`src/rtl/imem_loader_pkg.sv`:
```
// Shared constants for the instruction-memory loader: FSM encoding and word/byte geometry.
package imem_loader_pkg;

    localparam int BYTES_PER_WORD = 4;
    localparam int IDX_W          = $clog2(BYTES_PER_WORD);

    typedef enum logic [2:0] {
        S_IDLE  = 3'd0,
        S_RECV  = 3'd1,
        S_WRITE = 3'd2,
        S_DONE  = 3'd3,
        S_CHK   = 3'd4
    } state_t;

endpackage

```
`src/rtl/imem_loader_word_packer.sv`:
```
// Little-endian byte-to-word packer: each enabled byte lands in lane [index], index wraps per word.
module word_packer
    import imem_loader_pkg::*;
(
    input  logic                        clk,
    input  logic                        rst,
    input  logic                        i_clr,
    input  logic                        i_byte_en,
    input  logic [7:0]                  i_byte,
    output logic [8*BYTES_PER_WORD-1:0] o_word,
    output logic                        o_word_full
);

    logic [BYTES_PER_WORD-1:0][7:0] r_lanes;
    logic [IDX_W-1:0]               r_idx;

    always_ff @(posedge clk) begin
        if (rst) begin
            r_lanes <= '0;
            r_idx   <= '0;
        end else if (i_clr) begin
            r_idx <= '0;
        end else if (i_byte_en) begin
            r_lanes[r_idx] <= i_byte;
            r_idx          <= r_idx + IDX_W'(1);
        end
    end

    // Asserted in the cycle the last lane is being accepted, so the FSM can move to WRITE.
    assign o_word_full = i_byte_en && (r_idx == IDX_W'(BYTES_PER_WORD - 1));
    assign o_word      = r_lanes;

endmodule

```
`src/rtl/imem_loader.sv`:
```
// Byte-stream loader for the instruction memory; holds the core in reset while loading.
// Optional trailing XOR checksum byte enabled by defining IMEM_LOADER_CHECKSUM_EN.
module imem_loader
    import imem_loader_pkg::*;
#(
    parameter int ADDR_W = 8,
    parameter int DATA_W = 32
) (
    input  logic              clk,
    input  logic              rst,
    input  logic              start,
    input  logic [ADDR_W-1:0] base_addr,
    input  logic [ADDR_W:0]   num_words,
    input  logic [7:0]        s_data,
    input  logic              s_valid,
    output logic              s_ready,
    output logic              mem_we,
    output logic [ADDR_W-1:0] mem_waddr,
    output logic [DATA_W-1:0] mem_wdata,
    output logic              cpu_hold,
    output logic              busy,
    output logic              done,
    output logic              err
);

    localparam logic [ADDR_W:0] MAX_WORDS = (ADDR_W+1)'(1) << ADDR_W;

    state_t            r_state;
    logic [ADDR_W-1:0] r_addr;
    logic [ADDR_W:0]   r_cnt;
    logic              r_s_ready;
    logic              r_mem_we;
    logic              r_busy;
    logic              r_done;

    logic              w_start_ok;
    logic [ADDR_W:0]   w_cnt_sat;
    logic              w_acc;
    logic              w_word_full;
    logic [DATA_W-1:0] w_word;

    assign w_start_ok = (r_state == S_IDLE) && start && (num_words != '0);
    assign w_cnt_sat  = (num_words > MAX_WORDS) ? MAX_WORDS : num_words;
    assign w_acc      = s_valid && r_s_ready;

    word_packer u_packer (
        .clk         (clk),
        .rst         (rst),
        .i_clr       (w_start_ok),
        .i_byte_en   (w_acc && (r_state == S_RECV)),
        .i_byte      (s_data),
        .o_word      (w_word),
        .o_word_full (w_word_full)
    );

`ifdef IMEM_LOADER_CHECKSUM_EN
    logic [7:0] r_xor;
    logic       r_err;
`endif

    always_ff @(posedge clk) begin
        if (rst) begin
            r_state   <= S_IDLE;
            r_addr    <= '0;
            r_cnt     <= '0;
            r_s_ready <= 1'b0;
            r_mem_we  <= 1'b0;
            r_busy    <= 1'b0;
            r_done    <= 1'b0;
`ifdef IMEM_LOADER_CHECKSUM_EN
            r_xor     <= '0;
            r_err     <= 1'b0;
`endif
        end else begin
            r_mem_we <= 1'b0;
            r_done   <= 1'b0;
            case (r_state)
                S_IDLE: if (w_start_ok) begin
                    r_addr    <= base_addr;
                    r_cnt     <= w_cnt_sat;
                    r_s_ready <= 1'b1;
                    r_busy    <= 1'b1;
                    r_state   <= S_RECV;
`ifdef IMEM_LOADER_CHECKSUM_EN
                    r_xor     <= '0;
                    r_err     <= 1'b0;
`endif
                end
                S_RECV: if (w_acc) begin
`ifdef IMEM_LOADER_CHECKSUM_EN
                    r_xor <= r_xor ^ s_data;
`endif
                    if (w_word_full) begin
                        r_s_ready <= 1'b0;
                        r_mem_we  <= 1'b1;
                        r_state   <= S_WRITE;
                    end
                end
                S_WRITE: begin
                    r_addr <= r_addr + ADDR_W'(1);
                    r_cnt  <= r_cnt - (ADDR_W+1)'(1);
                    if (r_cnt != (ADDR_W+1)'(1)) begin
                        r_s_ready <= 1'b1;
                        r_state   <= S_RECV;
                    end else begin
`ifdef IMEM_LOADER_CHECKSUM_EN
                        r_s_ready <= 1'b1;
                        r_state   <= S_CHK;
`else
                        r_done    <= 1'b1;
                        r_state   <= S_DONE;
`endif
                    end
                end
`ifdef IMEM_LOADER_CHECKSUM_EN
                S_CHK: if (w_acc) begin
                    r_err     <= (s_data != r_xor);
                    r_s_ready <= 1'b0;
                    r_done    <= 1'b1;
                    r_state   <= S_DONE;
                end
`endif
                S_DONE: begin
                    r_busy  <= 1'b0;
                    r_state <= S_IDLE;
                end
                default: begin
                    r_s_ready <= 1'b0;
                    r_busy    <= 1'b0;
                    r_state   <= S_IDLE;
                end
            endcase
        end
    end

    assign s_ready   = r_s_ready;
    assign mem_we    = r_mem_we;
    assign mem_waddr = r_addr;
    assign mem_wdata = w_word;
    assign busy      = r_busy;
    assign cpu_hold  = r_busy;
    assign done      = r_done;
`ifdef IMEM_LOADER_CHECKSUM_EN
    assign err       = r_err;
`else
    assign err       = 1'b0;
`endif

endmodule
```
`config.mk`:
```
export PLATFORM = sky130hd
export DESIGN_NAME = imem_loader
export DESIGN_NICKNAME = d
export VERILOG_FILES = /design/src/rtl/imem_loader_pkg.sv /design/src/rtl/imem_loader_word_packer.sv /design/src/rtl/imem_loader.sv
export SDC_FILE = /design/constraint.sdc
export NUM_CORES = 1
export LEC_CHECK = 0
export CORE_UTILIZATION = 30
export CTS_BUF_LIST = sky130_fd_sc_hd__clkbuf_16
export DETAILED_ROUTE_END_ITERATION = 10
export SYNTH_ARGS = -nofsm -noshare
export SYNTH_HDL_FRONTEND = slang
export SYNTH_HIERARCHICAL = 1
export SYNTH_SLANG_ARGS = --single-unit
export TNS_END_PERCENT = 30
```
`constraint.sdc`:
```
create_clock -name clk -period 1.9 [get_ports clk]
set_input_delay 0.285 -clock clk [delete_from_list [all_inputs] [get_ports clk]]
set_output_delay 0.285 -clock clk [all_outputs]
set_load 0.05 [all_outputs]
```
==> results of run 1 <==
[synthesized netlist by cell type (all sizes together), types with 4 or more instances]
library cell	number	area [um2]
a211oi	6	45.04
a21oi	9	45.04
a32o	4	40.04
buf	15	125.1
clkbuf	9	33.78
dfxtp	57	1141
ha	12	150.1
inv	16	60.05
mux2i	34	340.3
nand2	9	33.78
nand2b	40	250.2
nand3	5	25.02
nand3b	4	30.03
nor2	11	46.29
nor3	11	60.06
nor4	8	65.06
o21ai	11	55.05
o22ai	7	50.05
[kinds of logic after synthesis]
group / after synthesis / synth area share (%)
compound gates: 68 / 17.85
xor+xnor: 1 / 0.2866
fa+ha+maj: 12 / 4.912
buf+inv: 41 / 7.286
flops: 57 / 37.33
mux: 34 / 11.13
other cells: 1 / 0.1227
simple gates: 106 / 21.08
[registers in the layout, indices dropped and copies added (netlist names)]
| signal | flops |
|---|---|
| u_packer/o_word | 32 |
| r_cnt | 9 |
| mem_waddr | 8 |
| r_state | 2 |
| u_packer/r_idx | 2 |
| busy | 1 |
| done | 1 |
| mem_we | 1 |
| s_ready | 1 |
[metrics by stage]
| stage | util, % | total power, mW | worst slack (ns) | area (um2) | hold slack, ns |
|---|---|---|---|---|---|
| floorplan | - | 2.844 | 0.003082 | 3068 | 0.4532 |
| global placement | 41.13 | 3.444 | -0.1871 | 4039 | 0.4627 |
| detailed placement | 41.13 | 3.464 | -0.2339 | 4039 | 0.4670 |
| CTS | 44.16 | 5.065 | 0.003614 | 4337 | 0.4224 |
| global route | 44.75 | 5.456 | -0.003248 | 4394 | 0.4433 |
| finish | 44.75 | 5.178 | 0.04982 | 4394 | 0.4108 |
[power groups by stage]
| stage | clock, mW | combinational [mW] | sequential, mW |
|---|---|---|---|
| after floorplan | 0 | 1.08 | 1.76 |
| after global placement | 0 | 1.91 | 1.54 |
| after detailed placement | 0 | 1.92 | 1.55 |
| after CTS | 1.61 | 1.93 | 1.52 |
| after global routing | 1.68 | 2.20 | 1.57 |
| final | 1.59 | 2.05 | 1.55 |
[how the worst max path moves through the flow]
stage               depth (start not counted)         start             endpoint
floorplan                                   9    r_state[1]           r_state[0]
global placement                            7       s_valid           r_state[0]
detailed placement                          7  num_words[4]  u_packer/o_word[29]
CTS                                         8    r_state[1]           r_state[0]
global route                                8    r_state[0]             r_cnt[0]
finish                                      1  mem_waddr[5]         mem_waddr[5]
[repair_timing]
action                                  CTS  global route
gates resized for setup                   2            15
pin swaps                                 1             1
buffers inserted                          0             0
endpoints found under the setup margin   26            47
[area by class of cell]
cell class,count,area [um2]
fill,992,5425
multi-input combinational,222,1749
sequential,57,1147
timing repair buffer,102,968.4
clock buffer,9,225.2
tap,133,166.4
clock inverter,7,71.32
inverter,17,66.31
[metal layers]
metal  GRT usage, %  up-vias
met5              0        -
met4          6.934        0
met3          4.000       23
met2          25.95      104
met1          20.31     1268
li1               -     1346
==> impl_metrics.csv, run 1 <==
group,metric,value,unit
outcome,status,"finished clean",
clocking,clock_tree_root_driver_cell,"clkbuf_16",
route,route.antenna.remaining_nets,0,
sta,setup_repair_after_global_routing_missed_its_margin,"yes",
sta,clock-skew-final,0.007129,ns
yosys,synthesis.yosys.warnings,6,
worst_setup_path,critical_path.reg2reg.startpoint,"r_state[1]",
final_layout,insertedDiodeCount,0,
worst_setup_path,critical-path-slowest-cell,"clkdlybuf4s50_1",
sta,max-slew-margin-rel,59.39,%
worst_setup_path,timing.critical_path.required,1.62,ns
min_path,hold_path_class,"in2reg",
min_path,holdPathEnd,"r_state[0]",
sta,fin_crit_sh,97.38,%
route,drc_errors,0,
grt,first_global_vias,2688,
grt,global_route.overflow_total,0,
route,wl_met2,3.700,mm
clocking,clk-insertion-delay-late,0.33,ns
worst_setup_path,timing.critical_path.from_type,"register",
yosys,mean_instance_size_in_the_synthesized_netlist,9.552,um2
clocking,cts-htree-levels,3,
worst_setup_path,r2r-end,"r_state[0]",
placement,gp_congestion,0.8480,
die,dieHeight,102.9,um
route,top_layer,"met4",
clocking,path_clk_slew,0.06,ns
worst_setup_path,crit_path_max_fanout,5,
worst_setup_path,path_buf_inv,1,
sta,timing_max_transition_violations_final,0,
worst_setup_path,startpoint_to_endpoint_class_of_the_critical_path,"reg2out",
placement,placement.io_buffers,73,
worst_setup_path,worst_r2r_path_depth,8,
grt,grt_first_pass_wirelength,13.08,mm
worst_setup_path,reg2reg_setup_slack,0.06,ns
final_layout,final-instance-count-excl-fill,547,
grt,pin_count_of_the_biggest_net_entering_global_routing,65,
worst_setup_path,critPathCaptureType,"primary output",
clocking,tritoncts_clock_tree,"yes",
final_layout,layout.nets,450,
power_and_ir_drop,max-vdd-ir-drop,0.7029,mV
min_path,min_path_cells,3,
yosys,ys_seq_area_share,37.33,%
clocking,cts_buffers,9,
sta,setup_viol_count_final,0,
yosys,postSynth.asyncResetShare,0,%
route,drt_iter0_markers,84,
worst_setup_path,cp_slowest_stage_delay,0.84,ns
clocking,cts_max_path_buffers,2,
sta,fin_setup_tns,0,ns
route,route.met3.wl,505,um
placement,hpwl,5.669,mm
power_and_ir_drop,power.sequential.fraction,29.8,%
final_layout,final_common_cell,"clkdlybuf4s50_1",
yosys,postSynthCellCount,320,
grt,grtUsageTotal,16.06,%
route,sum_of_routed_wire_segments_on_met1,3.703,mm
final_layout,share_of_layout_cells_above_drive_strength_1,19.81,%
route,route.final.wire_length,8.084,mm
placement,numPlacedInstances,531,
job,max_cap_violations,0,
die,floorplan.rows,36,
worst_setup_path,chain_of_cells_forming_the_critical_path,"clkdlybuf4s50_1",
yosys,post_synthesis_sequential_element_count,57,
worst_setup_path,timing.critical_path.arrival,1.57,ns
power_and_ir_drop,p_comb_share,39.5,%
route,detail_route.first_pass.iterations,4,
power_and_ir_drop,power.density,1178,mW/mm2
power_and_ir_drop,p_int,3.266,mW
sta,worst_slew_pin_tran,0.6085,ns
min_path,worstHoldStart,"rst",
yosys,syn-num-nets,361,
die,top_level_ports,75,
grt,antenna_found_initial,0,
power_and_ir_drop,clock_network_fraction_of_total_power,30.6,%
clocking,numClockSinks,57,
die,chipWidth,102.9,um
die,fp.dieArea,0.01060,mm2
route,via_density,5.011,
die,initial_utilization,31.13,%
yosys,synth_area,0.003057,mm2
route,dr_total_vias,2741,
route,wire_per_inst,14.78,um
worst_setup_path,cp_top_family,"buffers and inverters",
power_and_ir_drop,switching_power,1.912,mW
final_layout,syn_to_final_growth,43.76,%
power_and_ir_drop,cellLeakagePower,1.763,nW
sta,fin_crit,1.850,ns
sta,hold_violations,0,
power_and_ir_drop,sw_frac_of_total,36.92,%
yosys,postSynth.topFlopCell,"dfxtp_1",
final_layout,most-common-layout-cells,"clkdlybuf4s50_1 (68), dfxtp_1 (54), nand2b_1 (40)",
sta,fmax,0.5405,GHz
clocking,cts.hold.buffers_added,0,
die,placeableCoreArea,0.009819,mm2
yosys,synth_enable_flop_cells,0,
yosys,synth.distinct_cells,61,
Power figures use the tool's default switching activity.
==> run 2: changes to the inputs <==
Settings changed: CORE_MARGIN set to 2, PLACE_DENSITY_LB_ADDON set to 0.25.
==> run 2 against run 1 <==
  * Final cell count is 0.55% higher
  * First-iteration DRC count is 7.1% lower
  * Total power is 4.4% lower
  * Critical path depth is 6 higher
  * Non-clock buffer count is 3 higher
  * Register-to-register slack worse by 0.02 ns
  * Wire length is 1.8% lower
  * Hold slack better by 0.018 ns
  * Sequential power hardly changed
  * Sequential cell count stayed put
  * Worst setup slack worse by 0.013 ns
==> impl_metrics.csv, run 2 (synthesis gave the netlist of run 1 again) <==
group,metric,value,unit
sta,setup_repair_after_global_routing_missed_its_margin,"yes",
route,dr_total_vias,2735,
placement,gp_congestion,0.8038,
worst_setup_path,critPathCaptureType,"register",
clocking,cts_max_path_buffers,2,
job,max_cap_violations,0,
route,wire_per_inst,14.43,um
final_layout,most-common-layout-cells,"clkdlybuf4s50_1 (69), dfxtp_1 (54), nand2b_1 (40)",
worst_setup_path,timing.critical_path.from_type,"register",
grt,pin_count_of_the_biggest_net_entering_global_routing,48,
route,via_density,4.973,
clocking,cts_buffers,9,
worst_setup_path,timing.critical_path.required,2.15,ns
worst_setup_path,crit_path_max_fanout,6,
die,floorplan.rows,36,
placement,placement.io_buffers,73,
sta,setup_viol_count_final,0,
clocking,cts-htree-levels,3,
worst_setup_path,cp_slowest_stage_delay,0.49,ns
clocking,clk-insertion-delay-late,0.33,ns
final_layout,final_common_cell,"clkdlybuf4s50_1",
worst_setup_path,timing.critical_path.arrival,2.11,ns
sta,worst_slack,0.03691,ns
power_and_ir_drop,power.density,1136,mW/mm2
outcome,status,"finished clean",
route,route.final.wire_length,7.939,mm
route,route.antenna.remaining_nets,0,
clocking,numClockSinks,57,
die,top_level_ports,75,
sta,fmax,0.5367,GHz
die,dieHeight,104.9,um
clocking,tritoncts_clock_tree,"yes",
sta,max-slew-margin-rel,60.24,%
grt,antenna_found_initial,0,
sta,fin_crit_sh,98.06,%
final_layout,seq_cell_area,0.001147,mm2
final_layout,multi_input_gate_area,0.001727,mm2
die,fp.dieArea,0.01101,mm2
die,placeableCoreArea,0.009819,mm2
worst_setup_path,path_common_cell,"buf_4",
final_layout,share_of_layout_cells_above_drive_strength_1,18.47,%
die,chipWidth,104.9,um
sta,fin_crit,1.863,ns
route,drc_errors,0,
sta,worst_hold_slack,0.4287,ns
route,drt_iter0_markers,78,
grt,grt_first_pass_wirelength,13.14,mm
power_and_ir_drop,max-vdd-ir-drop,0.5171,mV
placement,hpwl,5.735,mm
sta,worst_slew_pin_tran,0.5910,ns
worst_setup_path,cp_top_family,"simple AND/OR/NAND/NOR gates",
grt,first_global_vias,2678,
final_layout,num-fill-cells,982,
final_layout,insertedDiodeCount,0,
min_path,hold_path_class,"in2reg",
sta,hold_violations,0,
sta,timing_max_transition_violations_final,0,
final_layout,layout.nets,453,
worst_setup_path,critical-path-slowest-cell,"or4_1",
clocking,path_clk_slew,0.05,ns
worst_setup_path,startpoint_to_endpoint_class_of_the_critical_path,"reg2reg",
grt,global_route.overflow_total,0,
clocking,clock_tree_root_driver_cell,"clkbuf_16",
final_layout,syn_to_final_growth,42.49,%
route,detail_route.first_pass.iterations,4,
worst_setup_path,chain_of_cells_forming_the_critical_path,"inv_1 -> ha_2 -> buf_4 -> and4_1 -> buf_4 -> or4_1 -> a21oi_1",
worst_setup_path,path_buf_inv,3,
sta,clock-skew-final,0.007181,ns
final_layout,largest_reg_flops,32,
placement,dp_slack,-0.2650,ns
die,initial_utilization,31.13,%
grt,grtUsageTotal,14.64,%
power_and_ir_drop,cellLeakagePower,1.759,nW
==> run 2: changes by cell type in the layout (fill, tap and decap cells not counted), sizes merged <==
cell / delta
bufinv: -1
clkinvlp: -1
clkdlybuf4s50: +1
dlygate4sd2: -1
inv: +1
clkinv: +1
buf: +3
==> run 2: timing repair <==
item / 4_1_cts / 5_1_grt
hold buffers: 0 / 0
setup buffers: 0 / 0
endpoints found under the hold margin: 0 / 0
resized for setup: 4 / 5
setup endpoints to repair: 10 / 10
==> run 2: worst reg2reg max path, stage by stage, from the launching register on <==
cell and delay (ns):
dfxtp_4 0.38, inv_1 0.08, ha_2 0.21, buf_4 0.13, and4_1 0.20, buf_4 0.16
or4_1 0.49, a21oi_1 0.14
==> run 2: report_power, final <==
part | switching (mW) | internal (mW)
logic | 1.10 | 0.855
clock network | 0.582 | 0.877
registers | 0.185 | 1.35
==> run 2: final timing paths <==
kind                        from             endpoint  slack (ns)  cells past startpoint
min                          rst         mem_waddr[0]        0.43                      3
max                   r_state[0]           r_state[0]        0.04                      7
max reg2reg           r_state[0]           r_state[0]        0.04                      7
min reg2reg  u_packer/o_word[24]  u_packer/o_word[24]        0.47                      2
==> run 2: layout make-up <==
type,count,share of cell area (%)
clock buffer,9,5.171
clock inverter,7,1.063
tap,133,3.821
multi-input combinational,222,39.64
inverter,17,1.465
sequential,57,26.34
timing repair buffer,105,22.49
==> run 2: metal layers <==
metal	track usage, %	routed length [um]	vias up
met4	4.952	90	0
met3	3.930	462	9
li1	-	-	1350
met2	23.05	3650	95
met1	19.34	3736	1281
met5	0	0	-
==> run 2: metrics by stage <==
step	total power [mW]	setup TNS, ns	std cells	utilization [%]	cell area [um2]
4_1_cts	4.957	0	550	44.22	4342
5_1_grt	5.213	-0.04613	550	44.36	4355
2_1_floorplan	2.844	0	320	-	3068
3_5_place_dp	3.452	-6.999	534	41.23	4049
6_report	4.949	0	550	44.36	4355
3_3_place_gp	3.438	-4.206	534	41.23	4049
==> run 3: changes to the inputs <==
Settings changed: CORE_ASPECT_RATIO set to 0.75.
==> run 3 against run 2 <==
  * Register-to-register slack barely moved
  * Via count fell by 1.2%
  * First-iteration DRC count rose by 23%
  * Clock power rose by 9%
  * Wire length rose by 6.9%
  * Non-clock buffer count fell by 1
  * Sequential cell count did not move
  * Fmax rose by 0.64%
  * Hold slack got worse by 0.023 ns
  * Total power rose by 4.1%
  * Die area barely moved
  * Final cell count fell by 0.36%
==> impl_metrics.csv, run 3 (synthesis gave the netlist of run 1 again) <==
group,metric,value,unit
grt,grt_first_pass_wirelength,13.51,mm
route,route.antenna.remaining_nets,0,
route,detail_route.first_pass.iterations,4,
final_layout,layout.nets,452,
sta,fin_crit,1.851,ns
job,max_cap_violations,0,
power_and_ir_drop,power.density,1164,mW/mm2
die,top_level_ports,75,
final_layout,multi_input_gate_area,0.001737,mm2
power_and_ir_drop,switching_power,1.916,mW
sta,fin_crit_sh,97.44,%
die,dieHeight,91.42,um
final_layout,syn_to_final_growth,44.74,%
sta,hold_violations,0,
power_and_ir_drop,sw_frac_of_total,37.19,%
die,initial_utilization,31.27,%
grt,antenna_found_initial,0,
clocking,path_clk_slew,0.05,ns
final_layout,seq_cell_area,0.001147,mm2
grt,pin_count_of_the_biggest_net_entering_global_routing,30,
sta,worst_slew_pin_tran,0.5861,ns
final_layout,share_of_layout_cells_above_drive_strength_1,20.19,%
sta,setup_repair_after_global_routing_missed_its_margin,"yes",
sta,setup_viol_count_final,0,
worst_setup_path,timing.critical_path.arrival,2.07,ns
worst_setup_path,crit_path_max_fanout,27,
worst_setup_path,worst_r2r_path_depth,8,
power_and_ir_drop,clock_network_fraction_of_total_power,30.8,%
power_and_ir_drop,p_int,3.236,mW
outcome,status,"finished clean",
die,chipWidth,120.6,um
grt,first_global_vias,2639,
route,via_density,4.932,
clocking,cts.hold.buffers_added,0,
worst_setup_path,startpoint_to_endpoint_class_of_the_critical_path,"reg2reg",
clocking,cts_buffers,9,
die,placeableCoreArea,0.009774,mm2
final_layout,insertedDiodeCount,0,
min_path,holdPathEnd,"r_state[0]",
worst_setup_path,r2r-end,"r_cnt[3]",
sta,max-slew-margin-rel,60.57,%
power_and_ir_drop,max-vdd-ir-drop,0.5244,mV
final_layout,most-common-layout-cells,"clkdlybuf4s50_1 (67), dfxtp_1 (54), nand2b_1 (40)",
worst_setup_path,critPathCaptureType,"register",
die,floorplan.rows,31,
clocking,cts_max_path_buffers,2,
clocking,cts-htree-levels,3,
route,drt_iter0_markers,96,
die,fp.dieArea,0.01102,mm2
worst_setup_path,timing.critical_path.from_type,"register",
final_layout,num-fill-cells,953,
sta,fmax,0.5402,GHz
sta,clock-skew-final,0.005964,ns
final_layout,final_common_cell,"clkdlybuf4s50_1",
grt,global_route.overflow_total,0,
min_path,min_path_cells,3,
worst_setup_path,critical-path-slowest-cell,"dfxtp_4",
route,wire_per_inst,15.49,um
route,dr_total_vias,2703,
min_path,worstHoldStart,"rst",
worst_setup_path,timing.critical_path.required,2.12,ns
placement,numPlacedInstances,530,
sta,fin_setup_tns,0,ns
grt,grtUsageTotal,15.76,%
placement,dp_slack,-0.2088,ns
worst_setup_path,critical_path.reg2reg.startpoint,"r_state[0]",
worst_setup_path,cp-startpoint,"r_state[0]",
clocking,numClockSinks,57,
worst_setup_path,chain_of_cells_forming_the_critical_path,"inv_2 -> ha_2 -> buf_12 -> clkinvlp_4 -> buf_4 -> nor4_1 -> o22ai_1 -> a31o_2",
route,drc_errors,0,
clocking,clk-insertion-delay-late,0.33,ns
placement,gp_congestion,0.8202,
sta,timing_max_transition_violations_final,0,
final_layout,largest_reg_flops,32,
route,route.final.wire_length,8.489,mm
clocking,clock_tree_root_driver_cell,"clkbuf_16",
min_path,hold_path_class,"in2reg",
placement,placement.io_buffers,73,
worst_setup_path,reg2reg_setup_slack,0.05,ns
worst_setup_path,cp_slowest_stage_delay,0.37,ns
final_layout,final-instance-count-excl-fill,548,
power_and_ir_drop,cellLeakagePower,1.767,nW
clocking,tritoncts_clock_tree,"yes",
power_and_ir_drop,p_comb_share,39.2,%
final_layout,utilization,45.26,%
power_and_ir_drop,power.sequential.fraction,30.0,%
placement,hpwl,6.064,mm
sta,worst_slack,0.04869,ns
-- run 3: cell types whose count changed in the layout (fill, tap and decap cells not counted), sizes merged --
cell,change
bufinv,+1
inv,-2
clkinv,-1
clkinvlp,+2
clkdlybuf4s50,-2
dlymetal6s2s,-1
buf,+2
-- run 3: worst max-delay path by stage --
stage | endpoint | slack (ns) | cells past startpoint
6_report | r_cnt[3] | 0.05 | 8
5_1_grt | r_cnt[3] | -0.06 | 8
4_1_cts | u_packer/o_word[10] | 0.008 | 8
3_5_place_dp | u_packer/o_word[27] | -0.21 | 7
3_3_place_gp | u_packer/o_word[29] | -0.18 | 7
2_1_floorplan | r_state[0] | 0.003 | 9
-- run 3: area by class of cell --
cell class / count / share of cell area [%]
multi-input cells: 222 / 39.25
flip-flops and latches: 57 / 25.93
repair buffers: 104 / 22.85
clock buffers: 9 / 5.091
well taps: 132 / 3.733
clock inverters: 7 / 1.612
inverters: 17 / 1.527
-- run 3: metrics by stage --
step                cell area, um2  power (mW)  hold WS, ns
floorplan                     3068       2.844       0.4532
global placement              4055       3.443       0.4650
detailed placement            4055       3.458       0.4630
CTS                           4352       5.076       0.3959
global route                  4424       5.439       0.4361
finish                        4424       5.152       0.4055
-- run 3: worst max-delay path: cells and delay by family, from the launching register on --
| kind | cells | cell delay [ns] |
|---|---|---|
| and+or+nand+nor | 1 | 0.17 |
| adders and majority gates | 1 | 0.21 |
| DFF | 1 | 0.37 |
| buffers and inverters | 4 | 0.64 |
| AOI/OAI and AO/OA | 2 | 0.35 |
-- run 3: routing by layer --
metal / up-vias / track usage, % / share of wire (%)
met5: - / 0 / 0
li1: 1345 / - / -
met2: 71 / 23.02 / 45
met4: 0 / 5.814 / 1.0
met3: 9 / 5.276 / 5.7
met1: 1278 / 21.41 / 49
-- run 3: power groups by stage --
stage	logic [mW]	clock network (mW)	registers (mW)
3_3_place_gp	1.89	0	1.55
2_1_floorplan	1.08	0	1.76
4_1_cts	1.92	1.63	1.53
5_1_grt	2.18	1.69	1.57
6_report	2.02	1.59	1.54
3_5_place_dp	1.91	0	1.55
-- run 3: timing repair --
| item | CTS | global route |
|---|---|---|
| setup buffers | 0 | 1 |
| endpoints found under the hold margin | 0 | 0 |
| endpoints found under the setup margin | 0 | 44 |
| resized for setup | 0 | 17 |
